`src/rtl/fp_pkg.sv`:
```
// Shared FP write-back types: register/data widths, source encoding and the
// {rd, data} entry carried by each holding buffer.
package fp_pkg;

  localparam int FP_REG_W  = 5;
  localparam int FP_DATA_W = 32;

  typedef enum logic {
    SRC_FPU = 1'b0,
    SRC_LD  = 1'b1
  } wb_src_e;

  typedef struct packed {
    logic [FP_REG_W-1:0]  rd;
    logic [FP_DATA_W-1:0] data;
  } wb_entry_t;

endpackage

```
`src/rtl/fp_wb_slot.sv`:
```
// One-entry valid/ready holding buffer for a write-back producer. The slot can
// take new data on the same edge its current entry is granted.
module fp_wb_slot
  import fp_pkg::*;
(
  input  logic      clk,
  input  logic      rst,
  input  logic      in_valid,
  input  wb_entry_t in_entry,
  input  logic      grant,
  output logic      ready,
  output logic      accept,
  output logic      occupied,
  output wb_entry_t entry
);

  assign ready  = ~occupied | grant;
  assign accept = in_valid & ready;

  always_ff @(posedge clk) begin
    if (rst) begin
      occupied <= 1'b0;
    end else if (accept) begin
      occupied <= 1'b1;
    end else if (grant) begin
      occupied <= 1'b0;
    end
  end

  // NOTE: the payload is qualified by occupied, so it needs no reset.
  always_ff @(posedge clk) begin
    if (accept) begin
      entry <= in_entry;
    end
  end

endmodule

```
`src/rtl/fp_wb_arbiter.sv`:
```
// Arbitrates the FPU and FP-load producers onto the single registered FP
// register-file write port (fixed priority, starvation override, same-rd order).
module fp_wb_arbiter
  import fp_pkg::*;
#(
  parameter int LOAD_FIRST = 1,
  parameter int MAX_WAIT   = 4,
  parameter int WAIT_W     = 4
) (
  input  logic                 clk,
  input  logic                 rst,
  input  logic                 fpu_valid,
  input  logic [FP_REG_W-1:0]  fpu_rd,
  input  logic [FP_DATA_W-1:0] fpu_data,
  output logic                 fpu_ready,
  input  logic                 ld_valid,
  input  logic [FP_REG_W-1:0]  ld_rd,
  input  logic [FP_DATA_W-1:0] ld_data,
  output logic                 ld_ready,
  output logic [FP_REG_W-1:0]  rd_temp_f_wb,
  output logic [FP_DATA_W-1:0] wb_data_f,
  output logic                 reg_write_f_en,
  output logic                 wb_src,
  output logic                 busy
);

  localparam logic LD_HI = (LOAD_FIRST != 0);

  wb_entry_t         fpu_entry, ld_entry;
  logic              fpu_occ, ld_occ;
  logic              fpu_acc, ld_acc;
  logic              fpu_grant, ld_grant;
  logic              ld_older;
  logic [WAIT_W-1:0] wait_cnt;
  logic              starved, lo_occ, lo_grant;

  fp_wb_slot u_fpu_slot (
    .clk      (clk),
    .rst      (rst),
    .in_valid (fpu_valid),
    .in_entry ('{rd: fpu_rd, data: fpu_data}),
    .grant    (fpu_grant),
    .ready    (fpu_ready),
    .accept   (fpu_acc),
    .occupied (fpu_occ),
    .entry    (fpu_entry)
  );

  fp_wb_slot u_ld_slot (
    .clk      (clk),
    .rst      (rst),
    .in_valid (ld_valid),
    .in_entry ('{rd: ld_rd, data: ld_data}),
    .grant    (ld_grant),
    .ready    (ld_ready),
    .accept   (ld_acc),
    .occupied (ld_occ),
    .entry    (ld_entry)
  );

  assign starved  = (wait_cnt == WAIT_W'(MAX_WAIT));
  assign lo_occ   = LD_HI ? fpu_occ   : ld_occ;
  assign lo_grant = LD_HI ? fpu_grant : ld_grant;
  assign busy     = fpu_occ | ld_occ;

  // Grant depends on buffer state only, so ready never loops back from valid.
  always_comb begin
    fpu_grant = 1'b0;
    ld_grant  = 1'b0;
    if (fpu_occ && ld_occ) begin
      if (fpu_entry.rd == ld_entry.rd) begin
        ld_grant  = ld_older;
        fpu_grant = ~ld_older;
      end else if (starved) begin
        ld_grant  = ~LD_HI;
        fpu_grant = LD_HI;
      end else begin
        ld_grant  = LD_HI;
        fpu_grant = ~LD_HI;
      end
    end else begin
      fpu_grant = fpu_occ;
      ld_grant  = ld_occ;
    end
  end

  // A fresh entry is always younger than whatever the other slot still holds;
  // on a simultaneous fill the FPU entry counts as older.
  always_ff @(posedge clk) begin
    if (rst) begin
      ld_older <= 1'b0;
      wait_cnt <= '0;
    end else begin
      if (fpu_acc && ld_acc) begin
        ld_older <= 1'b0;
      end else if (fpu_acc) begin
        ld_older <= 1'b1;
      end else if (ld_acc) begin
        ld_older <= 1'b0;
      end

      if (lo_occ && !lo_grant) begin
        if (!starved) begin
          wait_cnt <= wait_cnt + 1'b1;
        end
      end else begin
        wait_cnt <= '0;
      end
    end
  end

  always_ff @(posedge clk) begin
    if (rst) begin
      reg_write_f_en <= 1'b0;
      rd_temp_f_wb   <= '0;
      wb_data_f      <= '0;
      wb_src         <= SRC_FPU;
    end else if (fpu_grant || ld_grant) begin
      reg_write_f_en <= 1'b1;
      rd_temp_f_wb   <= ld_grant ? ld_entry.rd   : fpu_entry.rd;
      wb_data_f      <= ld_grant ? ld_entry.data : fpu_entry.data;
      wb_src         <= ld_grant ? SRC_LD : SRC_FPU;
    end else begin
      reg_write_f_en <= 1'b0;
    end
  end

endmodule

```
`config.mk`:
```
export PLATFORM = sky130hd
export DESIGN_NAME = fp_wb_arbiter
export DESIGN_NICKNAME = d
export VERILOG_FILES = /design/src/rtl/fp_pkg.sv /design/src/rtl/fp_wb_slot.sv /design/src/rtl/fp_wb_arbiter.sv
export SDC_FILE = /design/constraint.sdc
export NUM_CORES = 1
export LEC_CHECK = 0
export CAP_MARGIN = 25
export CORE_MARGIN = 1.5
export CORE_UTILIZATION = 45
export CTS_BUF_LIST = sky130_fd_sc_hd__clkbuf_8
export DETAILED_ROUTE_END_ITERATION = 12
export PLACE_DENSITY = 0.76
export SKIP_CTS_REPAIR_TIMING = 1
export SLEW_MARGIN = 20
export SYNTH_ARGS = -nofsm -noshare
export SYNTH_HDL_FRONTEND = slang
export SYNTH_SLANG_ARGS = --single-unit
```
`constraint.sdc`:
```
create_clock -name clk -period 2.4 [get_ports clk]
set_clock_uncertainty 0.15 [all_clocks]
set_input_delay 0.48 -clock clk [delete_from_list [all_inputs] [get_ports clk]]
set_output_delay 0.48 -clock clk [all_outputs]
set_load 0.02 [all_outputs]
```
==> results of run 1 <==
==> power groups by stage <==
stage	combinational [uW]	clock [uW]	sequential, uW
final	728	1690	2420
after detailed placement	707	0	2460
after global routing	781	1840	2440
after global placement	687	0	2460
after CTS	711	1740	2420
after floorplan	303	0	2520
==> worst max-delay path, stage by stage, from the launching register on <==
cell,delay (ns)
edfxtp_1,0.44
xnor2_2,0.22
nand2_1,0.12
or3_4,0.38
a21o_1,0.22
buf_6,0.14
==> flip-flops by register name, indices dropped and copies added (netlist names) <==
name / count
u_fpu_slot.entry: 37
u_ld_slot.entry: 37
wb_data_f: 32
rd_temp_f_wb: 5
wait_cnt: 4
ld_older: 1
reg_write_f_en: 1
u_fpu_slot.occupied: 1
u_ld_slot.occupied: 1
wb_src: 1
==> cell type report <==
cell class / count / area share, %
multi-input cells: 228 / 27.2
inverters: 5 / 0.265
well taps: 143 / 2.53
clock inverters: 13 / 1.59
repair buffers: 148 / 20.3
clock buffers: 19 / 3.69
flip-flops and latches: 120 / 44.4
==> worst paths after layout <==
path / cells past startpoint / end / from / slack (ns)
worst max register to register: 7 / u_fpu_slot.entry[13] / u_ld_slot.entry[34] / 0.06
worst max-delay path: 5 / ld_ready / u_ld_slot.entry[34] / -0.15
worst min-delay path: 3 / reg_write_f_en / rst / 0.28
worst min register to register: 1 / wb_data_f[29] / u_fpu_slot.entry[29] / 0.33
==> per-layer routing <==
metal,track usage (%),part of all wire [%],up-vias
li1,-,-,1764
met1,22.6,42,1803
met2,35.1,53,97
met3,5.38,4.0,9
met4,7.44,1.0,0
met5,0,0,-
==> kinds of logic (layout without fill, tap and decap cells) <==
kind of cell	after synthesis	count (layout)	share of synthesized area, %
flops	120	120	60.4
compound gates	119	119	21.2
simple gates	62	63	5.34
buf+inv	39	185	4.33
mux	37	37	7.12
xor+xnor	7	7	1.18
fa+ha+maj	2	2	0.481
==> cells in the final DEF, fill, tap and decap left out, types with 19 or more instances in the layout <==
master and n:
a41oi_2 29, buf_4 25, clkbuf_8 19, clkdlybuf4s50_1 116, dfxtp_1 44, edfxtp_1 74
mux2i_1 37, nand2_1 34, o21ai_0 33, o2bb2ai_1 37
==> metrics by stage <==
stage	instance area [sq um]	setup TNS (ns)	setup WS, ns
after detailed placement	6580	-0.315	-0.191
after CTS	6960	-1.47	-0.677
after global routing	7080	-0.796	-0.262
final	7080	-0.294	-0.151
after floorplan	5210	0	0.0268
after global placement	6580	-0.156	-0.110
==> results summary, run 1 <==
The die outline height came out at 111 um. The top cell type's share of synthesized area is 42.7%. Sorting the synthesized cells by area gives the leading types as edfxtp_1, dfxtp_1, a41oi_2. The root buffer cell is clkbuf_8.

The count of inserted antenna diode cells came out at 0. The cell internal power dissipation came out at 3680 uW. In the synthesized netlist the dominant register cell turns out to be edfxtp_1.

Once the floorplan was initialized, standard cells occupied 45.8% of the core. The number of flops mapped to enable cells by yosys came out at 74. The total half-perimeter wirelength after legalization and detailed placement came out at 7570 um.

The tightest slew margin relative to the limit is roughly three fifths. The total routed wirelength is 11900 um. Setup repair after global routing could not meet its margin everywhere. The post-route minimum period is around 2.6 ns. The count of final max-slew check failures came to 0. Summing over every cut layer, the via total after detailed routing is 3673. The number of global-route vias before repair is 3800.

The floorplan row count came out at 39. Per report_power, the combinational group accounts for 15.0% of the total. Counting the fill cells in the layout gives between 900 and 1000. STA classifies the critical path endpoint as a primary output. The remaining global-route overflow came out at 0. The clock buffer count from CTS came out at 17. The leakage power total is approximately 0.0024 uW. The number of nets in the synthesized netlist is 466. In this run the power spent charging and discharging nets is 1170 uW. The mapped cell area is 0.00520 sq mm. The post-synthesis average cell area is roughly 13 sq um.

The filler-free cell count of the finished design is just under 700. The setup path with the least slack is of type reg2out. In the synthesized netlist the async set-or-reset flop fraction comes to 0%. The clock edge transition at the registers on the reported setup and hold paths is approximately 0.070 ns. STA puts the critical path data arrival time at 1.92 ns. The final hold violation count is 0. The slew of the pin with the lowest slew margin came out at 0.582 ns. Dividing total power by cell area gives a power density of 684 mW/mm^2. The count of endpoints failing setup in the final report is 2.

Clock latency on the worst-skew pair, taken at its later pin, is 0.41 ns. The first-pass GRT wire length came out at approximately 19000 um. The horizontal die dimension is 111 um. The count of max-cap constraint violations is 0.

The relative contribution of the clock network to total power came out at 35.0%. The die covers 0.0122 sq mm. The DRC violation count after routing came out at 0. The maximum achievable frequency is around 400 MHz. edfxtp_1 takes more of the synthesized area than any other cell.

The maximum count of clock buffers along a single path is 2. The number of synthesis warnings came out at 0. After synthesis the netlist holds a flip-flop and latch count of 120. The worst hold path belongs to the class in2reg. The largest net degree at the start of global routing is 74. The total I/O pin count came out at 120. The flow ran to the end, but the final reports show violations. The cell with the most instances after synthesis is edfxtp_1.

CTS saw 120 sinks. The total area inside the core boundary comes to 0.0114 sq mm. The setup slack of the critical path after layout is -0.151 ns. The CTS tree is done.

The fraction of the yosys area taken by sequential cells came out at 60.4%. The number of antenna violations at the first check in global routing came out at 0. The first-pass iteration count of the detailed router came out at 4. The number of port buffers is 119.

Along the worst path, the maximum fanout reaches 2. The total chip power came out at 4840 uW. Sorting the synthesized cells by how often they occur yields edfxtp_1, dfxtp_1, mux2i_1, o2bb2ai_1, nand2_1.

The residual antenna-violating net count after detailed routing is 0. The instance count of the mapped netlist came out at 386. The required time of the critical path is around 1.8 ns.

The multi-input logic area is 0.00193 sq mm. The total global-route track usage is about 20%. The number of nets in the finished design is 600.

The proportion of layout cells with a drive suffix above 1 came out at 20.8%. The checks that failed: negative setup slack. The peak ir drop on the vdd network came out at 0.000402 V.

The final weighted congestion in routability-driven placement came out at about 0.76. The number of vias per cell is between 5 and 6. The level count of the clock H-tree is 4. The switching part of the total came out at 24.1%. The layout-stage area growth over the synthesis result came out at 36.1%. The sequential cell fraction of total power is 50.0%. The sequential cell area came out at about 0.0031 sq mm.

Final hold analysis gives a worst-case slack of 0.283 ns. The share of the cycle needed by the critical path after routing is 106%. Cells fill 62.3% of the core in the end. The number of unique standard cell types used by synthesis came out at 33. The violation count after the first detailed-routing iteration is 177. STA classifies the critical path startpoint as a flop. In this run, placement finished with an instance count of 638. Dividing the detail-routed wire length by the instance count gives 17.6 um.
No activity file was read; power rests on OpenSTA's default activity.
==> run 2: changes to the inputs <==
MAX_ROUTING_LAYER = met4   (was unset)
SETUP_SLACK_MARGIN = 0.4   (was unset)
==> results summary, run 2 (synthesis results as in run 1) <==
The flow ran to the end, but the final reports show violations. The checks that failed: negative setup slack. The sequential cell fraction of total power is 49.3% (-0.7 points). The filler-free cell count of the finished design came out at 691 (+2.2%). The first-pass GRT wire length came out at 18500 um (-1.8%).

The initial cell density of the core came out at 45.8% (unchanged). The clock edge transition at the registers on the reported setup and hold paths came out at 0.08 ns (about the same). The count of max-cap constraint violations came to 0 (unchanged). The power per unit of standard cell area came out at 651 mW/mm^2 (-4.8%). The violation count after the first detailed-routing iteration is 236 (+33%). The largest net degree at the start of global routing came out at 54 (-27%). The cell internal power dissipation came to 3590 uW (-2.4%). The leakage power total is 0.00314 uW (+30%). The post-placement worst setup slack is -0.194 ns (-0.00289 ns). The final core utilization came out at 66.3% (+4.0 points). The total I/O pin count is 120 (unchanged). The residual antenna-violating net count after detailed routing is 0 (unchanged). The peak ir drop on the vdd network is 0.000360 V (-11%). The multi-input logic area came out at 0.00200 sq mm (+3.9%). The post-route minimum period came out at 2.55 ns (+0.00151 ns). The die outline height came out at 111 um (unchanged). The required time of the critical path came out at 1.77 ns (about the same). The critical path is of the reg2out type.

The fill cell instance count of the final layout is 857 (-7.3%). The sequential cell area came to 0.00315 sq mm (about the same). The TritonCTS sink count was 120 (unchanged).

The DRC violation count after routing is 0 (unchanged). The worst hold-check path type is in2reg. The maximum count of clock buffers along a single path came out at 2 (unchanged). The proportion of layout cells with a drive suffix above 1 is 25.0% (+4.2 points).

Setup repair after global routing could not meet its margin everywhere. The area of the placeable core came to 0.0114 sq mm (unchanged). The maximum achievable frequency is 392 MHz (about the same). The library cell used most frequently in the layout, excluding fill and tap cells, is clkdlybuf4s50_1. The floorplan row count came out at 39 (unchanged). The number of port buffers came to 119 (unchanged).

The mean routed wirelength per cell is 20.1 um (+14%). The slew of the pin with the lowest slew margin came out at 0.612 ns (+0.0300 ns). The total chip power came out at 4910 uW (+1.3%). The layout-stage area growth over the synthesis result is 44.9%. The remaining global-route overflow is 0 (unchanged). The number of nets in the finished design is 615 (+2.5%). The die outline area is 0.0122 sq mm (unchanged). The number of vias per cell is 5.57 (+2.5%).

The worst setup path is captured at a primary output. The level count of the clock H-tree came out at 4 (unchanged). TritonCTS built the clock tree. The count of inserted antenna diode cells was 0 (unchanged). The horizontal die dimension came out at 111 um (unchanged).

The count of endpoints failing setup in the final report is 2 (unchanged). The switching part of the total was 26.9% (+2.8 points). The first-pass iteration count of the detailed router is 4 (unchanged). The relative contribution of the clock network to total power came to 34.7% (-0.3 points). The number of antenna violations at the first check in global routing came out at 0 (unchanged). The final hold violation count is 0 (unchanged).

The power spent charging and discharging nets came out at 1320 uW (+13%). The area of all placed cells without fillers is 0.00754 sq mm (+6.4%). The total half-perimeter wirelength after legalization and detailed placement came out at 7560 um (-0.13%).

The post-placement cell count came out at 637 (-0.16%). In the final layout, the registers with the most flip-flops are u_fpu_slot.entry: 37 flops, u_ld_slot.entry: 37 flops, wb_data_f: 32 flops. The final weighted congestion in routability-driven placement was 0.750 (-1.8%). The critical path data arrival time came to 1.92 ns (about the same).

The peak fanout along the critical path was 4 (+2). The setup slack of the critical path after layout came out at -0.153 ns (-0.00151 ns). The total global-route track usage is 19.9% (+0.10 points). The clock insertion delay at the later pin of the skew report came out at 0.42 ns (about the same). The total routed wirelength came out at 13900 um (+17%). The cell sitting at the root of the clock tree is a clkbuf_8.

The count of final max-slew check failures was 0 (unchanged). STA classifies the critical path startpoint as a flop. The share of the cycle needed by the critical path after routing is 106% (about the same). The cell area after placement was 0.00660 sq mm (+0.25%). The combinational cell fraction of total power came out at 16.0% (+1.0 points). The number of global-route vias before repair came out at 3696 (-2.7%). The count of vias placed by the detailed router was 3850 (+4.8%). The tightest slew margin relative to the limit is 59.2% (-2.0 points). The clock buffer count from CTS is 17 (unchanged). In the layout the commonest cells are clkdlybuf4s50_1, edfxtp_1, dfxtp_1.
## run 2: cell types whose count changed in the layout (fill, tap and decap cells not counted), sizes merged
cell,change
clkinv,-1
bufinv,-1
clkdlybuf4s50,-39
inv,+1
and2,+3
clkinvlp,+3
buf,+5
clkbuf,+5
dlymetal6s2s,+39
## run 2: final timing paths
| path | from | to | slack [ns] | cells after the start |
|---|---|---|---|---|
| worst max register to register | u_ld_slot.entry[32] | u_ld_slot.entry[14] | 0.10 | 8 |
| worst min register to register | u_fpu_slot.entry[31] | wb_data_f[31] | 0.33 | 1 |
| worst max-delay path | u_ld_slot.entry[32] | ld_ready | -0.15 | 5 |
| worst min-delay path | rst | reg_write_f_en | 0.30 | 3 |
## run 2: area by class of cell
type / instances / area share (%)
Tap cell: 143 / 2.37
Multi-Input combinational cell: 231 / 26.5
Timing Repair Buffer: 160 / 24.0
Sequential cell: 120 / 41.8
Clock inverter: 15 / 1.94
Inverter: 5 / 0.249
Clock buffer: 17 / 3.10
## run 2: per-layer routing
layer	up-vias	track usage (%)	share of wire [%]
met3	17	4.01	4.3
met4	0	5.90	1.6
met1	1906	22.7	41
met5	-	-	0
met2	131	35.2	53
li1	1796	-	-
## run 2: worst max-delay path, stage by stage (launching register included)
cell and delay, ns:
edfxtp_1 0.44, xnor2_2 0.23, nand3_2 0.10, or3_4 0.35, a21o_4 0.22, clkbuf_2 0.15
## run 2: power by group through the flow
stage / logic, uW / registers (uW) / clock network (uW)
CTS: 717 / 2420 / 1740
floorplan: 306 / 2520 / 0
global route: 831 / 2430 / 1830
global placement: 693 / 2460 / 0
detailed placement: 714 / 2460 / 0
finish: 785 / 2420 / 1700
## run 2: metrics by stage
| step | hold WS, ns | setup TNS, ns |
|---|---|---|
| 6_report | 0.298 | -0.251 |
| 3_5_place_dp | 0.314 | -0.244 |
| 5_1_grt | 0.300 | -0.402 |
| 2_1_floorplan | 0.301 | 0 |
| 3_3_place_gp | 0.306 | -0.179 |
| 4_1_cts | 0.269 | -1.20 |
==> run 3: changes to the inputs <==
GPL_ROUTABILITY_DRIVEN = 0   (was unset)
==> results of run 3 <==
Same layout as run 2: the final DEF is identical, and so are final timing and power.
